`src/rtl/dsp_delay_pkg.sv`:
```
// Shared types and constants for the DSP48 delay sequencer and its helpers.
package dsp_delay_pkg;

  // Width of the delay and holdoff values exchanged with the counter.
  localparam int DELAY_W = 16;

  // Depth of the counter's reset-to-C-load pipeline.
  localparam int DEFAULT_SETTLE_CYCLES = 4;
  localparam int DEFAULT_TIMEOUT_BITS  = 18;
  localparam int DEFAULT_MISSED_BITS   = 8;

  typedef logic [DELAY_W-1:0] delay_t;

  typedef enum logic [2:0] {
    ST_IDLE    = 3'd0,
    ST_RELOAD  = 3'd1,
    ST_SETTLE  = 3'd2,
    ST_COUNT   = 3'd3,
    ST_FIRE    = 3'd4,
    ST_HOLDOFF = 3'd5
  } seq_state_e;

  // The counter only has to be reprogrammed when it holds nothing valid
  // or holds a different target than the one just requested.
  function automatic logic needs_reload(input logic   loaded_valid,
                                        input delay_t req,
                                        input delay_t loaded);
    return !loaded_valid || (req != loaded);
  endfunction

endpackage

```
`src/rtl/dsp_delay_sequencer_if.sv`:
```
// Trigger-side bus of the delay sequencer: request in, delayed trigger and
// status out. The master drives requests, the slave is the sequencer.
interface dsp_delay_sequencer_if #(
  parameter int MISSED_BITS = 8
);
  import dsp_delay_pkg::*;

  logic                   trig_i;
  delay_t                 delay_i;
  delay_t                 holdoff_i;
  logic                   trig_o;
  logic                   busy_o;
  logic                   error_o;
  logic [MISSED_BITS-1:0] missed_count_o;

  modport master (
    output trig_i, delay_i, holdoff_i,
    input  trig_o, busy_o, error_o, missed_count_o
  );

  modport slave (
    input  trig_i, delay_i, holdoff_i,
    output trig_o, busy_o, error_o, missed_count_o
  );

endinterface

```
`src/rtl/dsp_delay_holdoff_timer.sv`:
```
// Loadable down-counter shared by the SETTLE and HOLDOFF waits. done is high
// in the last cycle of the wait, so a load of N gives exactly N cycles.
module dsp_delay_holdoff_timer
  import dsp_delay_pkg::*;
(
  input  logic   fast_clk_i,
  input  logic   fast_rst_i,
  input  logic   load,
  input  delay_t load_value,
  input  logic   dec,
  output logic   done
);

  delay_t count_q;

  // Load takes priority; otherwise count down while enabled, stopping at zero.
  // NOTE: sequential state uses non-blocking assignments so every register
  // samples the pre-edge values and simulation matches the synthesised flops.
  always_ff @(posedge fast_clk_i) begin
    if (fast_rst_i) begin
      count_q <= '0;
    end else if (load) begin
      count_q <= load_value;
    end else if (dec && (count_q != '0)) begin
      count_q <= count_q - 1'b1;
    end
  end

  // A zero load also reports done so a wait can never hang.
  assign done = (count_q <= delay_t'(1));

endmodule

```
`src/rtl/dsp_delay_sequencer.sv`:
```
// Trigger-to-delayed-trigger controller in front of the DSP48 pattern-detect
// delay counter. Reloads the counter only when the delay changes, gates its
// enable, fires one delayed pulse, applies a holdoff, and reports missed
// triggers and counter timeouts.
module dsp_delay_sequencer
  import dsp_delay_pkg::*;
#(
  parameter int SETTLE_CYCLES = DEFAULT_SETTLE_CYCLES,
  parameter int TIMEOUT_BITS  = DEFAULT_TIMEOUT_BITS,
  parameter int MISSED_BITS   = DEFAULT_MISSED_BITS
) (
  input  logic                   fast_clk_i,
  input  logic                   fast_rst_i,
  dsp_delay_sequencer_if.slave   bus,
  output logic                   dly_rst_o,
  output delay_t                 dly_delay_o,
  output logic                   dly_count_enable_o,
  input  logic                   dly_count_reached_i
);

  localparam delay_t SETTLE_LOAD = delay_t'(SETTLE_CYCLES);
  // Watchdog value in the last permitted COUNT cycle (2^TIMEOUT_BITS-1 cycles total).
  localparam logic [TIMEOUT_BITS-1:0] WD_LAST = {{(TIMEOUT_BITS-1){1'b1}}, 1'b0};

  seq_state_e               state_q;
  seq_state_e               state_next;
  logic                     loaded_valid_q;
  delay_t                   dly_delay_q;
  logic                     error_q;
  logic [MISSED_BITS-1:0]   missed_q;
  logic [TIMEOUT_BITS-1:0]  wd_q;

  logic                     take_reload;
  logic                     timeout;
  logic                     timer_load;
  delay_t                   timer_value;
  logic                     timer_dec;
  logic                     timer_done;

  dsp_delay_holdoff_timer u_timer (
    .fast_clk_i (fast_clk_i),
    .fast_rst_i (fast_rst_i),
    .load       (timer_load),
    .load_value (timer_value),
    .dec        (timer_dec),
    .done       (timer_done)
  );

  // State register.
  always_ff @(posedge fast_clk_i) begin
    if (fast_rst_i) begin
      state_q <= ST_IDLE;
    end else begin
      state_q <= state_next;
    end
  end

  // Next-state decode and per-state outputs.
  // NOTE: every signal driven here gets a default first, so no path through
  // the case can leave one unassigned and infer a latch.
  always_comb begin
    state_next         = state_q;
    take_reload        = 1'b0;
    timeout            = 1'b0;
    timer_load         = 1'b0;
    timer_value        = '0;
    timer_dec          = 1'b0;
    dly_rst_o          = 1'b0;
    dly_count_enable_o = 1'b0;
    bus.trig_o         = 1'b0;

    unique case (state_q)
      ST_IDLE: begin
        if (bus.trig_i) begin
          if (bus.delay_i == '0) begin
            // P=0 already matches C=0, so the counter is bypassed.
            state_next = ST_FIRE;
          end else if (needs_reload(loaded_valid_q, bus.delay_i, dly_delay_q)) begin
            take_reload = 1'b1;
            state_next  = ST_RELOAD;
          end else begin
            state_next = ST_COUNT;
          end
        end
      end

      ST_RELOAD: begin
        dly_rst_o = 1'b1;
        if (SETTLE_CYCLES == 0) begin
          state_next = ST_COUNT;
        end else begin
          timer_load  = 1'b1;
          timer_value = SETTLE_LOAD;
          state_next  = ST_SETTLE;
        end
      end

      ST_SETTLE: begin
        timer_dec = 1'b1;
        if (timer_done) begin
          state_next = ST_COUNT;
        end
      end

      ST_COUNT: begin
        dly_count_enable_o = 1'b1;
        if (dly_count_reached_i) begin
          state_next = ST_FIRE;
        end else if (wd_q == WD_LAST) begin
          timeout    = 1'b1;
          state_next = ST_IDLE;
        end
      end

      ST_FIRE: begin
        bus.trig_o = 1'b1;
        if (bus.holdoff_i == '0) begin
          state_next = ST_IDLE;
        end else begin
          timer_load  = 1'b1;
          timer_value = bus.holdoff_i;
          state_next  = ST_HOLDOFF;
        end
      end

      ST_HOLDOFF: begin
        timer_dec = 1'b1;
        if (timer_done) begin
          state_next = ST_IDLE;
        end
      end

      default: begin
        state_next = ST_IDLE;
      end
    endcase
  end

  // Loaded-delay bookkeeping and the sticky watchdog error.
  always_ff @(posedge fast_clk_i) begin
    if (fast_rst_i) begin
      dly_delay_q    <= '0;
      loaded_valid_q <= 1'b0;
      error_q        <= 1'b0;
    end else begin
      // Captured on entry to RELOAD so it is stable while dly_rst_o is high.
      if (take_reload) begin
        dly_delay_q <= bus.delay_i;
      end
      if (state_q == ST_RELOAD) begin
        loaded_valid_q <= 1'b1;
      end
      // A timed-out counter is in an unknown phase; force the next reload.
      if (timeout) begin
        loaded_valid_q <= 1'b0;
        error_q        <= 1'b1;
      end
    end
  end

  // Watchdog counts consecutive COUNT cycles and restarts on every entry.
  always_ff @(posedge fast_clk_i) begin
    if (fast_rst_i || (state_q != ST_COUNT)) begin
      wd_q <= '0;
    end else begin
      wd_q <= wd_q + 1'b1;
    end
  end

  // Saturating count of triggers that arrive while a sequence is in flight.
  always_ff @(posedge fast_clk_i) begin
    if (fast_rst_i) begin
      missed_q <= '0;
    end else if (bus.trig_i && (state_q != ST_IDLE) && (missed_q != '1)) begin
      missed_q <= missed_q + 1'b1;
    end
  end

  assign dly_delay_o        = dly_delay_q;
  assign bus.busy_o         = (state_q != ST_IDLE);
  assign bus.error_o        = error_q;
  assign bus.missed_count_o = missed_q;

endmodule

```
`src/flat_wrapper.sv`:
```
// flat-port wrapper written by rule: the top's interface ports become plain ports
module dsp_delay_sequencer_flat import dsp_delay_pkg::*;
#(
  parameter int SETTLE_CYCLES = DEFAULT_SETTLE_CYCLES,
  parameter int TIMEOUT_BITS  = DEFAULT_TIMEOUT_BITS,
  parameter int MISSED_BITS   = DEFAULT_MISSED_BITS
)
  (fast_clk_i, fast_rst_i, dly_rst_o, dly_delay_o, dly_count_enable_o, dly_count_reached_i, bus_trig_i, bus_delay_i, bus_holdoff_i, bus_trig_o, bus_busy_o, bus_error_o, bus_missed_count_o);
  dsp_delay_sequencer_if #(.MISSED_BITS(MISSED_BITS)) bus_i ();
  input  logic fast_clk_i;
  input  logic fast_rst_i;
  output logic dly_rst_o;
  output delay_t dly_delay_o;
  output logic dly_count_enable_o;
  input  logic dly_count_reached_i;
  input wire logic [$bits(bus_i.trig_i)-1:0] bus_trig_i;
  input wire logic [$bits(bus_i.delay_i)-1:0] bus_delay_i;
  input wire logic [$bits(bus_i.holdoff_i)-1:0] bus_holdoff_i;
  output wire logic [$bits(bus_i.trig_o)-1:0] bus_trig_o;
  output wire logic [$bits(bus_i.busy_o)-1:0] bus_busy_o;
  output wire logic [$bits(bus_i.error_o)-1:0] bus_error_o;
  output wire logic [$bits(bus_i.missed_count_o)-1:0] bus_missed_count_o;
  assign bus_i.trig_i = bus_trig_i;
  assign bus_i.delay_i = bus_delay_i;
  assign bus_i.holdoff_i = bus_holdoff_i;
  assign bus_trig_o = bus_i.trig_o;
  assign bus_busy_o = bus_i.busy_o;
  assign bus_error_o = bus_i.error_o;
  assign bus_missed_count_o = bus_i.missed_count_o;
  dsp_delay_sequencer #(.SETTLE_CYCLES(SETTLE_CYCLES), .TIMEOUT_BITS(TIMEOUT_BITS), .MISSED_BITS(MISSED_BITS)) u_core (.fast_clk_i(fast_clk_i), .fast_rst_i(fast_rst_i), .bus(bus_i), .dly_rst_o(dly_rst_o), .dly_delay_o(dly_delay_o), .dly_count_enable_o(dly_count_enable_o), .dly_count_reached_i(dly_count_reached_i));
endmodule
```
`config.mk`:
```
export PLATFORM = sky130hd
export DESIGN_NAME = dsp_delay_sequencer_flat
export DESIGN_NICKNAME = d
export VERILOG_FILES = /design/src/rtl/dsp_delay_pkg.sv /design/src/rtl/dsp_delay_sequencer_if.sv /design/src/rtl/dsp_delay_holdoff_timer.sv /design/src/rtl/dsp_delay_sequencer.sv /design/src/flat_wrapper.sv
export SDC_FILE = /design/constraint.sdc
export NUM_CORES = 1
export LEC_CHECK = 0
export ABC_CLOCK_PERIOD_IN_PS = 1750
export CELL_PAD_IN_SITES_DETAIL_PLACEMENT = 1
export CELL_PAD_IN_SITES_GLOBAL_PLACEMENT = 2
export CORE_ASPECT_RATIO = 1.4
export CORE_UTILIZATION = 28
export DETAILED_ROUTE_END_ITERATION = 10
export PLACE_DENSITY = 0.89
export SYNTH_ARGS = -nofsm -noshare
export SYNTH_HDL_FRONTEND = slang
export SYNTH_SLANG_ARGS = --single-unit
```
`constraint.sdc`:
```
create_clock -name fast_clk_i -period 1.75 [get_ports fast_clk_i]
set_input_delay 0.175 -clock fast_clk_i [delete_from_list [all_inputs] [get_ports fast_clk_i]]
set_output_delay 0.175 -clock fast_clk_i [all_outputs]
set_load 0.1 [all_outputs]
```
* Word level (Yosys, flattened, before mapping)
Index checks and enable logic that the tools add are counted.
** Storage, ports and cells
- Bits in registers :: 63
- Output and inout port bits :: 29
- Word-level logic and storage cells :: 65
** Operators by class
- Add/subtract/negate cells :: 3
- Magnitude comparators :: 1
- Eq/ne operators :: 13
- Multiplexer cells :: 26
- Reductions and logical operators :: 15
** Operators with widths (number)
- two-way mux 16 bit :: 3
- zero test 16 bit :: 2
- one-hot mux 16 bit (2 select lines) :: 1
- two-way mux 3 bit :: 7
- adder 18 x 1 -> 18 bit (second input constant) :: 1
- equality test 18 bit (second input constant) :: 1
- one-hot mux 3 bit (6 select lines) :: 1
- less-or-equal comparator 16 x 1 -> 1 bit (second input constant) :: 1
- != test 16 bit :: 1
- nonzero test 16 bit :: 1
- subtractor 16 x 1 -> 16 bit (second input constant) :: 1
- two-way mux 1 bit :: 12
- adder 8 x 1 -> 8 bit (second input constant) :: 1
- != test 8 bit (second input constant) :: 1
- equality test 3 x 2 -> 1 bit (second input constant) :: 2
- equality test 3 bit (second input constant) :: 2
- != test 3 x 2 -> 1 bit (second input constant) :: 2
- != test 2 x 1 -> 1 bit (second input constant) :: 2
- AND reduction 4 bit :: 1
- OR reduction 2 bit :: 2
- equality test 3 x 1 -> 1 bit (second input constant) :: 1
- logical AND 1 bit :: 3
- zero test 3 bit :: 1
- nonzero test 3 bit :: 1
- other kinds (6) :: 7

* Longest topological paths before layout
- Depth after elaboration :: 6
- Depth in mapped cells :: 8
- Gate-level depth less buffers :: 7

* Modules after synthesis
Synthesis repeated with hierarchy kept, for this count alone.
** Second synthesis, totals
- Cell total of the unflattened synthesis :: 443
- Area total of the unflattened synthesis :: 3656.0 um2
** Modules (own cells, without submodules)
- dsp_delay_sequencer :: instances 1, cells an instance 323, area an instance 2658.8 um2, seq. area each 940.9 um2
- dsp_delay_holdoff_timer :: instances 1, cells an instance 120, area an instance 997.2 um2, seq. area each 320.3 um2

* Least setup slack after synthesis
No wires, ideal clock.
- Kind :: reg2reg
- Start point :: register u_core.state_q[0]
- End point :: register u_core.u_timer.count_q[10]
- Library setup time :: 0.096 ns
- Arrival :: 2.683 ns
- Required time :: 1.654 ns
- Path slack :: -1.028 ns
- Cell stages (with the launch flop) :: 6
- Path buffers :: 1
- Cells stage by stage :: dfxtp_1 nor3b_2 a21o_1 clkbuf_1 o21ai_0 a221oi_1
** On the way
- Word-level cells in the longest chain between the ends :: 5
- Elaborated cells between the ends (all ways) :: 11
- Those cells by class :: eq/ne: 4; mux: 4; reduce/logical: 3
** RTL lines
- from (decl) :: line dsp_delay_sequencer.sv:25 : seq_state_e state_q;
- from (signal assigned) :: line dsp_delay_sequencer.sv:54 : state_q <= state_next;
- equality test 3 x 2 -> 1 bit or equality test 3 bit (tied branches) :: line dsp_delay_sequencer.sv:72 : unique case (state_q)
- OR reduction 2 bit (no source line)
- two-way mux 1 bit :: line dsp_delay_sequencer.sv:72
- logical AND 1 bit :: line dsp_delay_holdoff_timer.sv:24 : end else if (dec && (count_q != '0)) begin
- nonzero test 2 bit (no source line)
- to (signal assigned) :: line dsp_delay_holdoff_timer.sv:23 : count_q <= load_value;
- to (signal assigned) :: line dsp_delay_holdoff_timer.sv:25 : count_q <= count_q - 1'b1;
- to (decl) :: line dsp_delay_holdoff_timer.sv:14 : delay_t count_q;
Several ways; a longest one is shown, not always the timed one.
A chain may end at the register's enable or synchronous reset.

* Final worst setup path
- Start point :: register u_core.u_timer.count_q[5]
- End point :: register u_core.state_q[2]
** On the way
- Word-level cells in the longest chain between the ends :: 3
- Elaborated cells between the ends (all ways) :: 4
- Those cells by class :: order compare: 1; eq/ne: 2; reduce/logical: 1
** RTL lines
- less-or-equal comparator 16 x 1 -> 1 bit (*) :: line dsp_delay_holdoff_timer.sv:30 : assign done = (count_q <= delay_t'(1));
- != test 2 x 1 -> 1 bit (no source line)
- AND reduction 4 bit (no source line) (*)
Every way passes the cells marked *; elsewhere a longest branch is shown, timed or not.

==> results.json <==
{
  "placementRows": 47,
  "ant_nets": 0,
  "setup-violations-final": 21,
  "synthCells": 420,
  "root_buffer": "clkbuf_16",
  "yosysTopAreaCell": "dfxtp_1",
  "crit_required_ns": 2.00,
  "seqPwrFrac": 0.196,
  "syn_area_per_cell_sq_um": 8.29,
  "grt_pass1_vias": 4387,
  "dieArea_sq_um": 12900,
  "synth_top_area_frac": 0.362,
  "wl_microns": 14100,
  "rsz0062_at_grt": "true",
  "startpoint_type": "flop",
  "syn2layout_area_growth_pct": 64.4,
  "synth_top_family_by_area": "simple AND/OR/NAND/NOR gates",
  "finalNetCount": 634,
  "slew_headroom": 0.676,
  "switchingPower_uw": 4340,
  "yosys-top-cells-area": "dfxtp_1 36%, nand2_1 6.6%, xnor2_1 6.5%, mux2i_1 4.9%, nor2_1 4.2%",
  "gp_congestion": 0.899,
  "h-tree-depth": 3,
  "arrival_ns": 2.31,
  "fin_skew_ns": 0.00396,
  "drive_above_1_share": 0.399,
  "placed_cells": 709,
  "cts_made_buffers": 9,
  "start_util": 0.290,
  "synth_seq_cells": 63,
  "ir_drop_v": 0.000876,
  "p_clk_frac": 0.162,
  "vias": 3940,
  "violations": "negative setup slack",
  "wl_per_cell_microns": 19.0,
  "syn-cell-area_sq_um": 3480,
  "drv_slew": 0,
  "firstDrtPassIters": 4,
  "synth_fa_ha_area_frac": 0.0216,
  "clock.fmax_mhz": 485,
  "vias_per_cell": 5.30,
  "grt_overflow": 0,
  "cp_max_fo": 3,
  "maxCapViolations": 0,
  "clockBufferDepth": 2,
  "clock_sinks": 63,
  "p_sw_frac": 0.435,
  "grtUsageTotal": 0.218,
  "endpoint_kind": "flop",
  "drc": 0,
  "clk_latency_ns": 0.33,
  "numPortBuffers": 64,
  "yosys_warnings": 0,
  "status": "finished with violations",
  "min_period_ns": 2.06,
  "synthXorXnorAreaFrac": 0.0930,
  "pwr-share-comb": 0.641,
  "ios": 65,
  "min_period_over_period": 1.18,
  "synthTopCellsByCount": "63 x dfxtp_1, 61 x nand2_1, 39 x nor2_1",
  "grt_pass1_wl_microns": 21300,
  "die_y_microns": 134,
  "postSynth.asyncResetShare": 0,
  "tightest_slew_ns": 0.482,
  "yosysMostFrequentCell": "dfxtp_1",
  "p_per_area_nw_per_um2": 1740,
  "syn_nets": 462,
  "ys_seq_area_frac": 0.362,
  "synth_cell_type_count": 57,
  "place_ws_ns": -0.715,
  "layout_setup_ws_ns": -0.310,
  "grt_max_degree": 33,
  "worstSetupPathType": "reg -> reg",
  "synth_mux_area_frac": 0.0553,
  "synth-main-ff-cell": "dfxtp_1",
  "fp.dieW_microns": 96.3,
  "core_sq_um": 12000,
  "clk_transition_reported_paths_ns": 0.05,
  "cts_tree": "yes",
  "hpwlAfterDp_microns": 9500,
  "drt_iter0_markers": 140,
  "synthSimpleGateAreaFrac": 0.264,
  "p_leak_uw": 0.00229,
  "synth_compound_area_frac": 0.157,
  "antenna_cells": 0,
  "antenna_found_initial": 0,
  "hold_viol_final": 0,
  "cts_hold_buf": 0,
  "hold_path.class": "reg -> reg",
  "fillCellCount": 1416,
  "p_int_uw": 5630,
  "fin_cells": 744,
  "synth_edf_count": 0
}
area by class of cell:
class | instances | area (sq um) | area share
clock buffer | 13 | 250 | 0.0437
inverter | 20 | 78.8 | 0.0138
sequential | 63 | 1320 | 0.231
tap | 147 | 184 | 0.0321
clock inverter | 3 | 18.8 | 0.00328
multi-input combinational | 321 | 2330 | 0.408
timing repair buffer | 177 | 1540 | 0.269
what timing repair did:
action / in CTS / in global routing
resized for setup: 32 / 28
endpoints found under the setup margin: 36 / 30
cloned: 1 / 0
endpoints found under the hold margin: 0 / 0
setup buffers: 13 / 5
pin swaps: 10 / 15
metrics by stage:
step	power, uW	TNS (ns)	hold WS (ns)	util	area (sq um)
3_5_place_dp	6980	-19.38	0.475	0.418	5010
5_1_grt	10400	-5.65	0.498	0.477	5730
2_1_floorplan	4990	-8.28	0.310	-	3620
6_report	9970	-4.70	0.481	0.477	5730
3_3_place_gp	6810	-16.05	0.464	0.418	5010
4_1_cts	9330	-3.06	0.477	0.463	5550
path summary, 6_finish.rpt:
| path | cells after the start | slack, ns | from | to |
|---|---|---|---|---|
| setup / recovery | 8 | -0.31 | u_core.u_timer.count_q[5]$_SDFFE_PP0P_ | u_core.state_q[2]$_SDFFE_PP0P_ |
| hold / removal | 2 | 0.48 | u_core.bus.error_o$_SDFFE_PP0P_ | u_core.bus.error_o$_SDFFE_PP0P_ |
| setup reg to reg | 8 | -0.31 | u_core.u_timer.count_q[5]$_SDFFE_PP0P_ | u_core.state_q[2]$_SDFFE_PP0P_ |
| hold reg to reg | 2 | 0.48 | u_core.bus.error_o$_SDFFE_PP0P_ | u_core.bus.error_o$_SDFFE_PP0P_ |
cell usage in the layout (no fill, tap or decap), types with 15 or more instances in the layout:
| cell | n |
|---|---|
| dfxtp_1 | 34 |
| nand3_1 | 17 |
| nor2_1 | 38 |
| mux2i_1 | 15 |
| inv_1 | 17 |
| nand2_1 | 59 |
| buf_4 | 123 |
| nand4_1 | 15 |
| xnor2_1 | 25 |
| dfxtp_2 | 20 |
| clkdlybuf4s50_1 | 35 |
sequential cells by signal, summed over array words and instances, names as in the netlist:
name	cells
u_core.wd_q	18
u_core.dly_delay_o	16
u_core.u_timer.count_q	16
u_core.bus.missed_count_o	8
u_core.state_q	3
u_core.bus.error_o	1
u_core.loaded_valid_q	1
worst max-delay path, cell delays in order, from the launching register on:
cell and delay, ns:
dfxtp_2 0.33, nor4_4 0.39, nand4_2 0.20, buf_6 0.18, a222oi_1 0.33, buf_4 0.20, buf_6 0.09, o211ai_1 0.07
a21oi_1 0.18
power by group through the flow:
| stage | Sequential (uW) | Combinational [uW] | Clock [uW] |
|---|---|---|---|
| after floorplan | 2600 | 2390 | 0 |
| after global placement | 1960 | 4850 | 0 |
| after detailed placement | 1970 | 5000 | 0 |
| after CTS | 1950 | 5720 | 1650 |
| after global routing | 1990 | 6720 | 1710 |
| final | 1960 | 6390 | 1620 |
logic make-up after synthesis:
logic type      count (synthesis)
simple gates                  184
compound gates                 74
buf+inv                        37
mux                            19
xor+xnor                       37
fa+ha+maj                       6
flops                          63
metal layers:
layer | part of all wire | vias to the layer above | GRT usage
met5 | 0 | - | 0
met4 | 0.050 | 0 | 0.146
met3 | 0.034 | 47 | 0.0317
met2 | 0.55 | 88 | 0.407
met1 | 0.37 | 1940 | 0.214
li1 | - | 1865 | -
Power figures use the tool's default switching activity.
